### config.mk
export PLATFORM = sky130hd
export DESIGN_NAME = emib_conn_sweep_ctrl
export DESIGN_NICKNAME = d
export VERILOG_FILES = /design/src/rtl/emib_conn_sweep_ctrl.sv
export SDC_FILE = /design/constraint.sdc
export NUM_CORES = 2
export LEC_CHECK = 0
export BUFFER_PORTS_ARGS = -buffer_cell sky130_fd_sc_hd__buf_2
export CAP_MARGIN = 20
export CORE_MARGIN = 2
export CORE_UTILIZATION = 44
export DETAILED_ROUTE_END_ITERATION = 12
export GPL_ROUTABILITY_DRIVEN = 0
export PLACE_DENSITY = 0.71
export SYNTH_ARGS = -nofsm -noshare
export SYNTH_HDL_FRONTEND = slang
export SYNTH_SLANG_ARGS = --single-unit
### constraint.sdc
create_clock -name clk -period 39.1 [get_ports clk]
set_input_delay 1.955 -clock clk [delete_from_list [all_inputs] [get_ports clk]]
set_output_delay 1.955 -clock clk [all_outputs]
set_load 0.02 [all_outputs]
### src/rtl/emib_conn_sweep_ctrl.sv
// Purpose: EMIB connectivity sweep; walks a 1 then a 0 over each mapped master pad and checks the mapped slave pad.
// Latency: a mapped pad takes 1 + 2*(SETTLE+1) cycles and an unmapped pad takes 1 cycle; done rises the cycle after the last pad.
// Backpressure: none. start is ignored while busy, map writes are ignored while busy, abort cancels a running sweep.
//
// Ports:
//   clk, rst          sweep clock, asynchronous active-high reset
//   start, abort      one-cycle pulses; abort wins when both arrive together
//   map_wr_*          map table write port; data[IDX_W] = valid, data[IDX_W-1:0] = slave pad index
//   rx_sample         slave pad levels
//   tx_drive, tx_oe   master pad drive and enable (tx_oe is one-hot or zero)
//   busy, done, pass  sweep status; pass is meaningful while done=1
//   err_cnt           saturating error count
//   first_err_*       master pad index of the first failing check
//
// Optional build macro EMIB_SHORT_CHK_EN: the drive-1 check also flags any other
// mapped slave pad that reads 1 (a short). It still counts as one error for that check.

module emib_conn_sweep_ctrl #(
    parameter int NUM_TX = 96,
    parameter int NUM_RX = 102,
    parameter int IDX_W  = 7,
    parameter int SETTLE = 4
) (
    input  logic              clk,
    input  logic              rst,
    input  logic              start,
    input  logic              abort,
    input  logic              map_wr_en,
    input  logic [IDX_W-1:0]  map_wr_addr,
    input  logic [IDX_W:0]    map_wr_data,
    input  logic [NUM_RX-1:0] rx_sample,
    output logic [NUM_TX-1:0] tx_drive,
    output logic [NUM_TX-1:0] tx_oe,
    output logic              busy,
    output logic              done,
    output logic              pass,
    output logic [IDX_W:0]    err_cnt,
    output logic              first_err_vld,
    output logic [IDX_W-1:0]  first_err_idx
);

    typedef enum logic [2:0] {
        ST_IDLE,
        ST_SEL,
        ST_DRV1,
        ST_CHK1,
        ST_DRV0,
        ST_CHK0,
        ST_DONE
    } state_t;

    localparam logic [IDX_W-1:0] LAST_PAD  = IDX_W'(NUM_TX - 1);
    localparam logic [7:0]       SETTLE_M1 = 8'(SETTLE - 1);

    state_t              state_q, state_d;
    logic [IDX_W-1:0]    p_q, p_d;
    logic [7:0]          cnt_q, cnt_d;
    logic [NUM_TX-1:0]   map_vld_q, map_vld_d;
    logic [IDX_W-1:0]    map_idx_q [NUM_TX];
    logic [IDX_W-1:0]    map_idx_d [NUM_TX];
    logic [NUM_TX-1:0]   tx_drive_q, tx_drive_d;
    logic [NUM_TX-1:0]   tx_oe_q, tx_oe_d;
    logic                busy_q, busy_d;
    logic                done_q, done_d;
    logic                pass_q, pass_d;
    logic [IDX_W:0]      err_cnt_q, err_cnt_d;
    logic                first_err_vld_q, first_err_vld_d;
    logic [IDX_W-1:0]    first_err_idx_q, first_err_idx_d;

    logic [IDX_W-1:0]    exp_idx;
    logic                exp_lvl;
    logic                chk1_bad;
    logic                wr_ok;
    logic                sweeping;

    // Expected slave pad for the pad under test; the write filter keeps it below NUM_RX.
    assign exp_idx  = map_idx_q[p_q];
    assign exp_lvl  = rx_sample[exp_idx];
    assign sweeping = (state_q != ST_IDLE) && (state_q != ST_DONE);

    // Out-of-range pad or slave index drops the whole write, including its valid bit.
    assign wr_ok = map_wr_en && !busy_q
                && (32'(map_wr_addr) < 32'(NUM_TX))
                && (32'(map_wr_data[IDX_W-1:0]) < 32'(NUM_RX));

`ifdef EMIB_SHORT_CHK_EN
    logic [NUM_RX-1:0] rx_used_q, rx_used_d;
    logic [NUM_RX-1:0] exp_onehot;
    logic              short_hit;

    assign exp_onehot = {{(NUM_RX-1){1'b0}}, 1'b1} << exp_idx;
    // Any other slave pad that has ever been mapped and reads high while only one master pad drives is a short.
    assign short_hit  = |(rx_sample & rx_used_q & ~exp_onehot);
    assign chk1_bad   = ~exp_lvl | short_hit;
`else
    assign chk1_bad   = ~exp_lvl;
`endif

    always_comb begin
        logic err_hit;
        logic go_done;

        state_d         = state_q;
        p_d             = p_q;
        cnt_d           = cnt_q;
        map_vld_d       = map_vld_q;
        map_idx_d       = map_idx_q;
        tx_drive_d      = tx_drive_q;
        tx_oe_d         = tx_oe_q;
        busy_d          = busy_q;
        done_d          = done_q;
        pass_d          = pass_q;
        err_cnt_d       = err_cnt_q;
        first_err_vld_d = first_err_vld_q;
        first_err_idx_d = first_err_idx_q;
        err_hit         = 1'b0;
        go_done         = 1'b0;

        if (wr_ok) begin
            map_vld_d[map_wr_addr] = map_wr_data[IDX_W];
            map_idx_d[map_wr_addr] = map_wr_data[IDX_W-1:0];
        end

`ifdef EMIB_SHORT_CHK_EN
        rx_used_d = rx_used_q;
        if (wr_ok && map_wr_data[IDX_W]) begin
            rx_used_d[map_wr_data[IDX_W-1:0]] = 1'b1;
        end
`endif

        // One error at most per check state; a check cancelled by abort does not score.
        if (!abort) begin
            if (state_q == ST_CHK1) err_hit = chk1_bad;
            if (state_q == ST_CHK0) err_hit = exp_lvl;
        end
        if (err_hit) begin
            if (err_cnt_q != '1) err_cnt_d = err_cnt_q + 1'b1;
            if (!first_err_vld_q) begin
                first_err_vld_d = 1'b1;
                first_err_idx_d = p_q;
            end
        end

        case (state_q)
            ST_IDLE, ST_DONE: begin
                if (start && !abort) begin
                    state_d         = ST_SEL;
                    p_d             = '0;
                    err_cnt_d       = '0;
                    first_err_vld_d = 1'b0;
                    done_d          = 1'b0;
                    pass_d          = 1'b0;
                    busy_d          = 1'b1;
                end
            end
            ST_SEL: begin
                if (map_vld_q[p_q]) begin
                    // Enable and drive land together with the DRV1 state.
                    state_d           = ST_DRV1;
                    cnt_d             = SETTLE_M1;
                    tx_oe_d           = '0;
                    tx_oe_d[p_q]      = 1'b1;
                    tx_drive_d        = '0;
                    tx_drive_d[p_q]   = 1'b1;
                end else if (p_q == LAST_PAD) begin
                    go_done = 1'b1;
                end else begin
                    p_d = p_q + 1'b1;
                end
            end
            ST_DRV1: begin
                if (cnt_q == 8'd0) state_d = ST_CHK1;
                else               cnt_d   = cnt_q - 8'd1;
            end
            ST_CHK1: begin
                state_d    = ST_DRV0;
                cnt_d      = SETTLE_M1;
                tx_drive_d = '0;
            end
            ST_DRV0: begin
                if (cnt_q == 8'd0) state_d = ST_CHK0;
                else               cnt_d   = cnt_q - 8'd1;
            end
            ST_CHK0: begin
                tx_oe_d    = '0;
                tx_drive_d = '0;
                if (p_q == LAST_PAD) begin
                    go_done = 1'b1;
                end else begin
                    state_d = ST_SEL;
                    p_d     = p_q + 1'b1;
                end
            end
            default: begin
                state_d = ST_IDLE;
            end
        endcase

        // pass uses the count including a possible error from this same final check.
        if (go_done) begin
            state_d = ST_DONE;
            busy_d  = 1'b0;
            done_d  = 1'b1;
            pass_d  = (err_cnt_d == '0);
        end

        if (abort && sweeping) begin
            state_d    = ST_IDLE;
            tx_oe_d    = '0;
            tx_drive_d = '0;
            busy_d     = 1'b0;
            done_d     = 1'b0;
            pass_d     = 1'b0;
        end
    end

    always_ff @(posedge clk or posedge rst) begin
        if (rst) begin
            state_q         <= ST_IDLE;
            p_q             <= '0;
            cnt_q           <= '0;
            map_vld_q       <= '0;
            for (int i = 0; i < NUM_TX; i++) begin
                map_idx_q[i] <= '0;
            end
            tx_drive_q      <= '0;
            tx_oe_q         <= '0;
            busy_q          <= 1'b0;
            done_q          <= 1'b0;
            pass_q          <= 1'b0;
            err_cnt_q       <= '0;
            first_err_vld_q <= 1'b0;
            first_err_idx_q <= '0;
`ifdef EMIB_SHORT_CHK_EN
            rx_used_q       <= '0;
`endif
        end else begin
            state_q         <= state_d;
            p_q             <= p_d;
            cnt_q           <= cnt_d;
            map_vld_q       <= map_vld_d;
            map_idx_q       <= map_idx_d;
            tx_drive_q      <= tx_drive_d;
            tx_oe_q         <= tx_oe_d;
            busy_q          <= busy_d;
            done_q          <= done_d;
            pass_q          <= pass_d;
            err_cnt_q       <= err_cnt_d;
            first_err_vld_q <= first_err_vld_d;
            first_err_idx_q <= first_err_idx_d;
`ifdef EMIB_SHORT_CHK_EN
            rx_used_q       <= rx_used_d;
`endif
        end
    end

    assign tx_drive      = tx_drive_q;
    assign tx_oe         = tx_oe_q;
    assign busy          = busy_q;
    assign done          = done_q;
    assign pass          = pass_q;
    assign err_cnt       = err_cnt_q;
    assign first_err_vld = first_err_vld_q;
    assign first_err_idx = first_err_idx_q;

endmodule
==> results.tsv <==
stage	metric	value	unit
logic_synthesis	synth-main-ff-cell	dfrtp_1	
floorplan	die_width	326	um
floorplan	start_util	0.442	
power_and_ir_drop	power_density	57.9	nW/um^2
critical_path	crit_path_end_kind	register	
cts	postCtsHoldBufs	0	
critical_path	slowest_delay	800	ps
logic_synthesis	yosys_warnings	0	
logic_synthesis	synth_edf_count	0	
logic_synthesis	ys_ff_latch	997	
placement	hpwl	93100	um
logic_synthesis	syn_area	45600	um^2
final_layout	area_growth_syn_to_layout	13.6	%
critical_path	crit_arrival	8470	ps
route	wl_met2	65700	um
route	top_layer	met5	
sta	rsz0062_at_grt	no	
sta	fin_crit	7890	ps
critical_path	critical_path_class	reg -> reg	
floorplan	rows	118	
final_layout	post-route-util	0.502	
logic_synthesis	synthDistinctLibCells	89	
cts	clockRootBuffer	clkbuf_16	
power_and_ir_drop	power	3.00	mW
route	final_antenna_net_count	0	
floorplan	die_y	326	um
status	outcome	finished, final reports clean	
route	viasPerCell	6.23	
logic_synthesis	synthArstFlopShare	1.00	
route	wl_per_cell	28.0	um
sta	worst_pin_slew	1210	ps
sta	fin_setup_tns	0	ps
final_layout	nets	3861	
critical_path	path_delay_family	simple AND/OR/NAND/NOR gates	
floorplan	ios	333	
logic_synthesis	netlist_instances	3498	
sta	final-setup-viol-count	0	
cts	clk_pin_slew	60	ps
cts	numCtsBuffers	99	
sta	finalHoldViolCount	0	
route	wl_met3	14500	um
logic_synthesis	synth_top_area_share	0.547	
cts	clockBufferDepth	3	
logic_synthesis	yosysMostFrequentCell	dfrtp_1	
logic_synthesis	synth_area_leaders	dfrtp_1 (55%), mux2_2 (21%), mux2i_1 (2.9%)	
critical_path	reg2reg_depth	19	
critical_path	path_depth	19	
min_path	worstHoldPathType	reg -> reg	
critical_path	critPathSlowestCell	buf_4	
cts	post-cts-setup-buffer-count	0	
power_and_ir_drop	leakage	25.2	nW
logic_synthesis	synth_nets	3623	
critical_path	cp_max_fo	115	
power_and_ir_drop	peakVddDrop	52.3	uV
logic_synthesis	synth_common_cells	dfrtp_1 (997), mux2_2 (843), nor2_1 (250)	
route	drt_iter0_markers	3722	
sta	maxSlewHeadroom	0.193	
route	met1_length	57700	um
route	vias	32400	
route	firstDrtPassIters	6	
route	drc_errors	0	
run	maxCapViolations	0	
placement	port_buffers	332	
sta	fmax	127	MHz
floorplan	core	103000	um^2
cts	h-tree-depth	3	
critical_path	path_buf_inv	3	
cts	clock_sinks	997	
critical_path	crit_chain	buf_12 > buf_4 > or2_2 > o22ai_1 > nand2_1 > a21oi_1 > nor4_1 > o22a_1 > buf_4 > mux2i_1 > o22ai_1 > or3_1 > a211o_1 > a32oi_2 > mux2i_2 > and2_1 > a31oi_1 > a311o_1 > o21ai_1	
route	routed_wl	146000	um
floorplan	dieArea	106000	um^2
cts	cts_resized	0	
final_layout	drive_gt1_frac	0.396	
logic_synthesis	yosysTopAreaCell	dfrtp_1	
logic_synthesis	synth_seq_area_share	0.547	
global_route	grt_start_max_net_pins	129	
global_route	grt_first_pass_wirelength	218000	um
global_route	antenna_found_initial	5	
cts	insertion_delay	690	ps
critical_path	start_kind	register	
cts	cts_tree	done	
placement	placedInstanceArea	48300	um^2
global_route	grtUsageTotal	0.270	
final_layout	post-route-cell-area	51800	um^2
global_route	globalRouteOverflowTotal	0	
min_path	hold-path-cell-count	2	
global_route	grt_pass1_vias	32200	
sta	fin_skew	32.1	ps
sta	period_share	0.202	
sta	slew_violations	0	
logic_synthesis	synth.avg_cell_area	13.0	um^2
critical_path	cp.required	39690	ps
==> tightest hold or removal path: stages (launching register included) <==
cell and delay [ps]:
dfrtp_1 340, nand2_1 40, o21ai_0 60
==> flip-flops by register name, summed over array words and instances (netlist names) <==
register and count:
map_idx_q 672, map_vld_q 96, tx_drive 96, tx_oe 96, cnt_q 8, err_cnt 8
first_err_idx 7, p_q 7, state_q 3, busy 1, done 1, first_err_vld 1
pass 1
==> cell families after synthesis <==
group / Yosys count / synth area share
multiplexers: 1031 / 0.263
buffers and inverters: 303 / 0.0323
flip-flops: 997 / 0.547
AND/OR/NAND/NOR: 522 / 0.0519
adder cells (fa/ha/maj): 3 / 0.000823
AO/OA/AOI/OAI: 629 / 0.102
XOR/XNOR: 13 / 0.00250
==> worst paths after layout <==
| check | startpoint | slack, ps | end |
|---|---|---|---|
| worst max-delay path | p_q[0] | 31210 | pass |
| worst min-delay path | tx_drive[88] | 480 | tx_drive[88] |
| worst max register to register | p_q[0] | 31210 | pass |
| worst min register to register | tx_drive[88] | 480 | tx_drive[88] |
| max in group asynchronous | rst | 34340 | map_idx_q[345] |
| min in group asynchronous | rst | 1490 | map_idx_q[459] |
==> placed cells by master, fill, tap and decap left out, types with 15 or more instances in the layout <==
| master | count |
|---|---|
| nand2_1 | 112 |
| clkinv_2 | 18 |
| clkbuf_1 | 27 |
| a22o_1 | 107 |
| buf_4 | 79 |
| mux2i_1 | 133 |
| clkbuf_8 | 22 |
| nor2b_1 | 17 |
| o21ai_0 | 70 |
| clkbuf_16 | 101 |
| mux4_2 | 46 |
| o22ai_1 | 75 |
| a21oi_1 | 66 |
| nand3_1 | 36 |
| a22oi_1 | 94 |
| mux2_2 | 843 |
| or3_1 | 15 |
| o221ai_1 | 35 |
| a221oi_1 | 70 |
| buf_2 | 332 |
| nor2_1 | 246 |
| dfrtp_1 | 993 |
| inv_1 | 19 |
==> metal layers <==
layer / GRT usage / up-vias
met5: 0 / -
met4: 0.127 / 6
met3: 0.0680 / 392
met2: 0.415 / 1806
met1: 0.361 / 16800
li1: - / 13500
==> stage by stage <==
stage | instances | setup WS (ps) | hold WS [ps]
after floorplan | 3498 | 9090 | 471
after global placement | 5007 | 31580 | 452
after detailed placement | 5011 | 31590 | 461
after CTS | 5195 | 31550 | 474
after global routing | 5200 | 31000 | 493
final | 5202 | 31210 | 476
==> final cells by class <==
cell class                      instances  area [um^2]
Antenna cell                            3         7.51
Clock buffer                          150         2930
Clock inverter                         34          424
Fill cell                            8815        51400
Inverter                               22         90.1
Multi-Input combinational cell       2198        19300
Sequential cell                       997        25000
Tap cell                             1380         1730
Timing Repair Buffer                  418         2390
==> power by group <==
part	internal, mW	switching [mW]	total (mW)
Sequential	1.10	0.0640	1.16
Combinational	0.296	0.564	0.859
Clock	0.560	0.422	0.982
Total	1.95	1.05	3.00
Power figures use the tool's default switching activity.
